--- src/rtl/a2d_sched_pkg.sv ---
// a2d_sched_pkg: shared types and constants for the A2D round-robin scheduler.
// Holds the FSM state enum, default A2D channel numbers, the command-word
// channel field position and a helper that builds a command word.
package a2d_sched_pkg;

    typedef enum logic [1:0] {
        IDLE = 2'd0,
        SEL  = 2'd1,
        GAP  = 2'd2,
        RD   = 2'd3
    } state_t;

    localparam logic [2:0] DEF_LFT_CH   = 3'd0;
    localparam logic [2:0] DEF_RGHT_CH  = 3'd4;
    localparam logic [2:0] DEF_STEER_CH = 3'd5;
    localparam logic [2:0] DEF_BATT_CH  = 3'd6;
    localparam int         DEF_GAP_CYC  = 2;

    // Channel number sits in cmd[13:11]; everything else in the word is zero.
    localparam int CMD_CH_LSB = 11;
    localparam int GAP_CNT_W  = 4;

    function automatic logic [15:0] makeCmd(input logic [2:0] ch);
        logic [15:0] w_cmd;
        w_cmd = '0;
        w_cmd[CMD_CH_LSB +: 3] = ch;
        return w_cmd;
    endfunction

endpackage

--- src/rtl/a2d_sched_if.sv ---
// a2d_sched_if: link between the A2D scheduler and the SPI monarch.
// The scheduler is the master (issues snd/cmd); the SPI monarch is the slave
// (answers with done/rd_data).
interface a2d_sched_if;
    logic        snd;
    logic [15:0] cmd;
    logic        done;
    logic [15:0] rd_data;

    modport master (
        output snd,
        output cmd,
        input  done,
        input  rd_data
    );

    modport slave (
        input  snd,
        input  cmd,
        output done,
        output rd_data
    );
endinterface

--- src/rtl/a2d_sched.sv ---
// a2d_sched: round-robin scheduler sharing one SPI monarch between the
// Segway's analog sensors. Each nxt request runs a select transaction, a
// short idle gap, then a read transaction, and stores the 12-bit result in
// the holding register picked by the rotation pointer.
// Build option: define A2D_SCHED_BATT_EN to include the battery channel in
// the rotation; without it the rotation is lft -> rght -> steer and batt
// reads as 12'hFFF.
module a2d_sched
    import a2d_sched_pkg::*;
#(
    parameter logic [2:0] LFT_CH   = DEF_LFT_CH,
    parameter logic [2:0] RGHT_CH  = DEF_RGHT_CH,
    parameter logic [2:0] STEER_CH = DEF_STEER_CH,
    parameter logic [2:0] BATT_CH  = DEF_BATT_CH,
    parameter int         GAP_CYC  = DEF_GAP_CYC
) (
    input  logic              clk,
    input  logic              rst_n,
    input  logic              nxt,
    a2d_sched_if.master       spi,
    output logic [11:0]       lft_ld,
    output logic [11:0]       rght_ld,
    output logic [11:0]       steer_pot,
    output logic [11:0]       batt,
    output logic              conv_done,
    output logic              busy
);

`ifdef A2D_SCHED_BATT_EN
    localparam logic [1:0] LAST_PTR = 2'd3;
`else
    localparam logic [1:0] LAST_PTR = 2'd2;
`endif

    localparam logic [GAP_CNT_W-1:0] GAP_LOAD = GAP_CNT_W'(GAP_CYC - 1);

    state_t                 r_state;
    state_t                 w_nextState;
    logic [1:0]             r_ptr;
    logic                   r_pend;
    logic [GAP_CNT_W-1:0]   r_gapCnt;
    logic                   r_snd;
    logic [15:0]            r_cmd;
    logic [11:0]            r_lftLd;
    logic [11:0]            r_rghtLd;
    logic [11:0]            r_steerPot;
    logic                   r_convDone;
    logic                   r_busy;

    logic                   w_start;
    logic                   w_gapLoad;
    logic                   w_sndNext;
    logic                   w_capture;
    logic [2:0]             w_curCh;

    // Map the rotation pointer to its A2D channel number.
    always_comb begin
        w_curCh = LFT_CH;
        case (r_ptr)
            2'd0:    w_curCh = LFT_CH;
            2'd1:    w_curCh = RGHT_CH;
            2'd2:    w_curCh = STEER_CH;
            default: w_curCh = BATT_CH;
        endcase
    end

    // Next-state and one-cycle control strobes for the conversion sequence.
    always_comb begin
        w_nextState = r_state;
        w_start     = 1'b0;
        w_gapLoad   = 1'b0;
        w_sndNext   = 1'b0;
        w_capture   = 1'b0;
        case (r_state)
            IDLE: begin
                if (nxt || r_pend) begin
                    w_start     = 1'b1;
                    w_sndNext   = 1'b1;
                    w_nextState = SEL;
                end
            end
            SEL: begin
                if (spi.done) begin
                    w_gapLoad   = 1'b1;
                    w_nextState = GAP;
                end
            end
            GAP: begin
                if (r_gapCnt == '0) begin
                    w_sndNext   = 1'b1;
                    w_nextState = RD;
                end
            end
            RD: begin
                if (spi.done) begin
                    w_capture   = 1'b1;
                    w_nextState = IDLE;
                end
            end
            default: w_nextState = IDLE;
        endcase
    end

    // State register.
    always_ff @(posedge clk or negedge rst_n) begin
        if (!rst_n) begin
            r_state <= IDLE;
        end else begin
            r_state <= w_nextState;
        end
    end

    // Registered outputs: snd pulse, command word, busy and conv_done.
    always_ff @(posedge clk or negedge rst_n) begin
        if (!rst_n) begin
            r_snd      <= 1'b0;
            r_cmd      <= 16'h0000;
            r_busy     <= 1'b0;
            r_convDone <= 1'b0;
        end else begin
            r_snd      <= w_sndNext;
            r_busy     <= (w_nextState != IDLE);
            r_convDone <= w_capture;
            if (w_start) begin
                r_cmd <= makeCmd(w_curCh);
            end
        end
    end

    // Single-entry request queue: a nxt seen while busy is remembered once.
    always_ff @(posedge clk or negedge rst_n) begin
        if (!rst_n) begin
            r_pend <= 1'b0;
        end else if (w_start) begin
            r_pend <= 1'b0;
        end else if (nxt && (r_state != IDLE)) begin
            r_pend <= 1'b1;
        end
    end

    // Gap counter: loaded on the select done, counts down to zero in GAP.
    always_ff @(posedge clk or negedge rst_n) begin
        if (!rst_n) begin
            r_gapCnt <= '0;
        end else if (w_gapLoad) begin
            r_gapCnt <= GAP_LOAD;
        end else if ((r_state == GAP) && (r_gapCnt != '0)) begin
            r_gapCnt <= r_gapCnt - 1'b1;
        end
    end

    // Rotation pointer advances only when a conversion completes.
    always_ff @(posedge clk or negedge rst_n) begin
        if (!rst_n) begin
            r_ptr <= 2'd0;
        end else if (w_capture) begin
            r_ptr <= (r_ptr == LAST_PTR) ? 2'd0 : r_ptr + 2'd1;
        end
    end

    // Result holding registers for the always-present channels.
    always_ff @(posedge clk or negedge rst_n) begin
        if (!rst_n) begin
            r_lftLd    <= 12'h000;
            r_rghtLd   <= 12'h000;
            r_steerPot <= 12'h000;
        end else if (w_capture) begin
            case (r_ptr)
                2'd0:    r_lftLd    <= spi.rd_data[11:0];
                2'd1:    r_rghtLd   <= spi.rd_data[11:0];
                2'd2:    r_steerPot <= spi.rd_data[11:0];
                default: ;
            endcase
        end
    end

`ifdef A2D_SCHED_BATT_EN
    logic [11:0] r_batt;

    // Battery holding register, written when the pointer sits on the last slot.
    always_ff @(posedge clk or negedge rst_n) begin
        if (!rst_n) begin
            r_batt <= 12'h000;
        end else if (w_capture && (r_ptr == 2'd3)) begin
            r_batt <= spi.rd_data[11:0];
        end
    end

    assign batt = r_batt;
`else
    assign batt = 12'hFFF;
`endif

    assign spi.snd   = r_snd;
    assign spi.cmd   = r_cmd;
    assign lft_ld    = r_lftLd;
    assign rght_ld   = r_rghtLd;
    assign steer_pot = r_steerPot;
    assign conv_done = r_convDone;
    assign busy      = r_busy;

endmodule
--- src/flat_wrapper.sv ---
// flat-port wrapper written by rule: the top's interface ports become plain ports
module a2d_sched_flat import a2d_sched_pkg::*;
#(
    parameter logic [2:0] LFT_CH   = DEF_LFT_CH,
    parameter logic [2:0] RGHT_CH  = DEF_RGHT_CH,
    parameter logic [2:0] STEER_CH = DEF_STEER_CH,
    parameter logic [2:0] BATT_CH  = DEF_BATT_CH,
    parameter int         GAP_CYC  = DEF_GAP_CYC
)
  (clk, rst_n, nxt, lft_ld, rght_ld, steer_pot, batt, conv_done, busy, spi_snd, spi_cmd, spi_done, spi_rd_data);
  a2d_sched_if spi_i ();
  input  logic clk;
  input  logic rst_n;
  input  logic nxt;
  output logic [11:0] lft_ld;
  output logic [11:0] rght_ld;
  output logic [11:0] steer_pot;
  output logic [11:0] batt;
  output logic conv_done;
  output logic busy;
  output wire logic [$bits(spi_i.snd)-1:0] spi_snd;
  output wire logic [$bits(spi_i.cmd)-1:0] spi_cmd;
  input wire logic [$bits(spi_i.done)-1:0] spi_done;
  input wire logic [$bits(spi_i.rd_data)-1:0] spi_rd_data;
  assign spi_snd = spi_i.snd;
  assign spi_cmd = spi_i.cmd;
  assign spi_i.done = spi_done;
  assign spi_i.rd_data = spi_rd_data;
  a2d_sched #(.LFT_CH(LFT_CH), .RGHT_CH(RGHT_CH), .STEER_CH(STEER_CH), .BATT_CH(BATT_CH), .GAP_CYC(GAP_CYC)) u_core (.clk(clk), .rst_n(rst_n), .nxt(nxt), .spi(spi_i), .lft_ld(lft_ld), .rght_ld(rght_ld), .steer_pot(steer_pot), .batt(batt), .conv_done(conv_done), .busy(busy));
endmodule
--- config.mk ---
export PLATFORM = sky130hd
export DESIGN_NAME = a2d_sched_flat
export DESIGN_NICKNAME = d
export VERILOG_FILES = /design/src/rtl/a2d_sched_pkg.sv /design/src/rtl/a2d_sched_if.sv /design/src/rtl/a2d_sched.sv /design/src/flat_wrapper.sv
export SDC_FILE = /design/constraint.sdc
export NUM_CORES = 1
export LEC_CHECK = 0
export CORE_MARGIN = 1.5
export CORE_UTILIZATION = 25
export CTS_BUF_LIST = sky130_fd_sc_hd__clkbuf_8
export DETAILED_ROUTE_END_ITERATION = 8
export HOLD_SLACK_MARGIN = 0.08
export PLACE_DENSITY = 0.52
export SLEW_MARGIN = 20
export SYNTH_ARGS = -nofsm -noshare
export SYNTH_HDL_FRONTEND = slang
export SYNTH_SLANG_ARGS = --single-unit
--- constraint.sdc ---
create_clock -name clk -period 1.65 [get_ports clk]
set_clock_uncertainty 0.2 [all_clocks]
set_input_delay 0.165 -clock clk [delete_from_list [all_inputs] [get_ports clk]]
set_output_delay 0.165 -clock clk [all_outputs]
set_load 0.02 [all_outputs]
==> results.cfg, run 1 <==
[status]
outcome = finished clean

[setup_path]
cp.arrival_ns = 1.61
rr_worst_depth = 4
start_kind = flop
critPathCaptureType = flop
crit_required_ns = 1.64
reg2reg_slack_ns = 0.03
r2r_end = u_core.rght_ld[3]
worstReg2RegStart = u_core.r_ptr[1]
critPathKind = flop to flop
worstPathMaxFanout = 13

[yosys]
ys_warn_count = 0
ys_types = 32
seq_area_frac_synth_pct = 57.4
yosysTopAreaCell = dfrtp_1
syn-cell-area_um2 = 2220
syn_inst = 165
yosys-top-cells-area = dfrtp_1 (57%), mux2_2 (19%), buf_4 (8.4%)
syn_area_per_cell_um2 = 13.5
synth_top_area_share_pct = 57.4
ys_ff_latch = 51

[routing]
firstDrtPassIters = 4
route.detailed.drc = 0
vias_per_cell = 4.08
wl_per_cell_um = 13.0
top_layer = met4
ant_nets = 0
wl_met1_um = 2000
met3_length_um = 250
vias = 1424
drtIter0Drc = 6
dr_wl_met2_um = 2210
routed_wl_um = 4530

[grt]
track_usage_pct = 9.79
grt_max_degree = 52
grt_pass1_wl_um = 7350
grt_remaining_overflow = 0
grt_pass1_vias = 1440
antenna_found_initial = 0

[placed_design]
dpl-instance-area_um2 = 2950
gp_congestion = 0.696
io_buffers = 57
dp.final_hpwl_um = 3070
preCtsSetupSlack_ns = -0.283

[clock_network]
cts_buffers = 5
htree_num_levels = 2
root_buffer = clkbuf_8
cts_tree = built
clock_latency_ns = 0.29
clock-sinks = 51
cts_buffer_depth = 2
path_clk_slew_ns = 0.09

[sta]
hold_viol = 0
whs_ns = 0.180
max_freq_ghz = 0.617
setup_viol = 0
min_period_ns = 1.62
fin_crit_sh_pct = 98.3
drv_slew = 0
rsz0062_at_grt = yes
worst_slack_ns = 0.0282

[final_layout]
final_common_cell = dfrtp_1
most-common-layout-cells = dfrtp_1 (50), mux2_2 (37), conb_1 (25), dlymetal6s2s_1 (25), clkdlybuf4s50_1 (20)
syn_to_final_growth_pct = 41.8
num-fill-cells = 874
post-route-util_pct = 36.4
finish.instance_area_um2 = 3160
drive_gt1_share_pct = 28.6
fin_nets = 261
diodes = 0

[power_and_ir_drop]
p_per_area_nw_per_um2 = 1830
leakage_nw = 1.76
ir_drop_uv = 583

[floorplanning]
design.core.area_um2 = 8680
fp.dieW_um = 97.3
die_h_um = 97.3
dieArea_um2 = 9470
pin_count = 87
start_util_pct = 25.6
rows = 34

[run]
maxCapViolCount = 0

[worst_hold_path]
hp-class = input port to async pin
[how the worst max path moves through the flow]
stage                                 start              endpoint  depth (start not counted)
after floorplan           u_core.r_state[1]    u_core.rght_ld[10]                          5
after global placement             spi_done     u_core.rght_ld[4]                          5
after detailed placement           spi_done     u_core.rght_ld[2]                          5
after CTS                   u_core.r_ptr[1]    u_core.rght_ld[11]                          4
after global routing        u_core.r_ptr[1]  u_core.steer_pot[10]                          4
final                       u_core.r_ptr[1]     u_core.rght_ld[3]                          4
[layer usage]
metal | vias up | track usage (%)
met5 | - | 0
li1 | 661 | -
met2 | 47 | 16.6
met1 | 711 | 12.1
met4 | 0 | 3.30
met3 | 5 | 2.59
[kinds of logic (layout without fill, tap and decap cells)]
logic type,count (synthesis),after routing,share of synthesized area [%]
flops,51,51,57.4
mux,39,39,19.6
buf+inv,35,88,11.2
simple gates,25,25,6.81
compound gates,11,11,3.71
other cells,2,25,0.338
fa+ha+maj,1,1,0.562
xor+xnor,1,1,0.394
[worst max-delay path, stage by stage (launching register included)]
cell and delay, ns:
dfrtp_1 0.44, buf_6 0.15, nor3b_4 0.21, buf_12 0.18
mux2_2 0.34
[flip-flops by register name, indices dropped and copies added (netlist names)]
register / count
u_core.busy: 1
u_core.conv_done: 1
u_core.lft_ld: 12
u_core.r_gapCnt: 4
u_core.r_pend: 1
u_core.r_ptr: 2
u_core.r_state: 2
u_core.rght_ld: 12
u_core.spi.cmd: 3
u_core.spi.snd: 1
u_core.steer_pot: 12
[per-stage QoR]
step,power (mW),instances,TNS (ns)
finish,5.77,349,0
global route,6.15,349,-0.119
floorplan,3.78,188,0
detailed placement,5.15,339,-8.78
CTS,5.87,348,0
global placement,5.12,339,-8.16
[final cells by class]
type                       count  area, um^2  area share, %
tap                          108         135           4.28
inverter                       6        22.5          0.714
clock buffer                   7        96.3           3.05
sequential                    51        1280           40.5
clock inverter                 1        3.75          0.119
timing repair buffer          74         816           25.9
multi-input combinational    102         805           25.5
[cells in the mapped netlist, drive strengths merged]
cell,n
ha,1
nor3b,2
nand3,2
a21oi,1
o221a,1
and2b,1
nand4b,1
nor2,5
mux2i,2
o32a,1
nand2,9
o41ai,1
or3,1
and2,1
nand2b,2
xnor2,1
dfrtp,51
mux2,37
inv,6
nor2b,1
o221ai,2
buf,29
conb,2
a21o,2
o21ai,3
[report_power, final]
part / switching [mW] / total, mW / leakage [nW] / internal [mW]
combinational: 1.40 / 2.86 / 1.07 / 1.47
sequential: 0.301 / 2.13 / 0.634 / 1.83
clock: 0.395 / 0.773 / 0.0557 / 0.377
[what timing repair did]
action	CTS	global route
hold buffers	1	0
hold endpoints to repair	51	0
buffers inserted	0	0
gates cloned	0	1
resized for setup	12	29
endpoints found under the setup margin	12	52
(Power assumes the default switching activity.)
==> run 2: changes to the inputs <==
--- a/constraint.sdc
+++ b/constraint.sdc
@@ -4,2 +4,2 @@
 set_output_delay 0.165 -clock clk [all_outputs]
-set_load 0.02 [all_outputs]
+set_load 0.01 [all_outputs]
==> results.cfg, run 2 (same netlist as run 1, synthesis figures left out) <==
[status]
outcome = finished clean

[power_and_ir_drop]
switching_share_pct = 30.9
combPwrFrac_pct = 47.2
p_seq_share_pct = 38.9
leakage_nw = 1.42
p_per_area_nw_per_um2 = 1780
p_clk_share_pct = 13.9
internal-power_mw = 3.82
p_sw_mw = 1.71
ir_drop_uv = 542
power.total_mw = 5.53

[routing]
route.detailed.drc = 0
vias = 1423
wl_per_cell_um = 12.9
routed_wl_um = 4490
drtIter0Drc = 4
firstDrtPassIters = 4
vias_per_cell = 4.08
ant_nets = 0

[clock_network]
clock_latency_ns = 0.29
path_clk_slew_ns = 0.09
cts_tree = built
cts_buffer_depth = 2
clock-sinks = 51
root_buffer = clkbuf_8
cts_setup_buffers = 0
htree_num_levels = 2
cts_buffers = 5

[placed_design]
dp_cells = 339
gp_congestion = 0.696
dpl-instance-area_um2 = 2950
io_buffers = 57
dp.final_hpwl_um = 3070
preCtsSetupSlack_ns = -0.283

[grt]
grt_pass1_wl_um = 7330
grt_pass1_vias = 1438
grt_max_degree = 52
antenna_found_initial = 0
track_usage_pct = 9.76
grt_remaining_overflow = 0

[sta]
rsz0062_at_grt = yes
min_period_ns = 1.62
fin_crit_sh_pct = 98.3
whs_ns = 0.182
tns_ns = 0
hold_viol = 0
drv_slew = 0
worst_slack_ns = 0.0277
setup_viol = 0
max_freq_ghz = 0.616

[floorplanning]
fp.dieW_um = 97.3
pin_count = 87
start_util_pct = 25.6
dieArea_um2 = 9470
die_h_um = 97.3
design.core.area_um2 = 8680
rows = 34

[final_layout]
most-common-layout-cells = clkdlybuf4s50_1 (56), dfrtp_1 (50), mux2_2 (37)
num-fill-cells = 885
finish.instance_area_um2 = 3110
fin_nets = 261
final_common_cell = clkdlybuf4s50_1
final_cells = 349
post-route-util_pct = 35.8
diodes = 0
drive_gt1_share_pct = 28.6
syn_to_final_growth_pct = 39.7

[setup_path]
critPathKind = flop to flop
crit_required_ns = 1.64
start_kind = flop
worstPathMaxFanout = 13
critPathCaptureType = flop
cp.arrival_ns = 1.61

[run]
maxCapViolCount = 0

[worst_hold_path]
hp-class = input port to async pin
## run 2: routing by layer
| layer | share of wire (%) | wire length (um) | track usage [%] |
|---|---|---|---|
| met5 | 0 | 0 | 0 |
| met2 | 48 | 2170 | 16.5 |
| met3 | 5.1 | 229 | 2.59 |
| met4 | 1.5 | 67 | 3.30 |
| met1 | 45 | 2030 | 12.1 |
## run 2: final timing paths
path,cells past startpoint,slack (ns),start,end
setup / recovery,4,0.03,u_core.r_ptr[1],u_core.rght_ld[3]
min in group clk,3,0.28,nxt,u_core.r_pend
hold / removal,3,0.18,rst_n,u_core.r_gapCnt[0]
max in group asynchronous,3,0.83,rst_n,u_core.r_state[0]
hold reg to reg,1,0.31,u_core.lft_ld[6],u_core.lft_ld[6]
setup reg to reg,4,0.03,u_core.r_ptr[1],u_core.rght_ld[3]
## run 2: what timing repair did
action	4_1_cts	5_1_grt
setup endpoints to repair	1	27
endpoints found under the hold margin	51	0
resized for setup	1	4
pin swaps	0	0
cloned	0	1
hold buffers	1	0
## run 2: worst max-delay path, stage by stage, from the launching register on
cell     delay [ns]
dfrtp_1        0.44
buf_6          0.15
nor3b_4        0.21
buf_12         0.18
mux2_2         0.34
## run 2: area by class of cell
class | count | area, um^2 | area share (%)
sequential | 51 | 1280 | 41.1
multi-input combinational | 102 | 805 | 25.9
timing repair buffer | 74 | 767 | 24.7
tap | 108 | 135 | 4.35
clock buffer | 7 | 96.3 | 3.10
inverter | 6 | 22.5 | 0.725
clock inverter | 1 | 3.75 | 0.121
## run 2: power by group through the flow
stage          sequential [mW]  clock (mW)  combinational (mW)
3_5_place_dp              2.17           0                2.57
5_1_grt                   2.24       0.854                2.83
3_3_place_gp              2.17           0                2.54
2_1_floorplan             2.39           0               0.998
6_report                  2.15       0.772                2.61
4_1_cts                   2.15       0.812                2.59
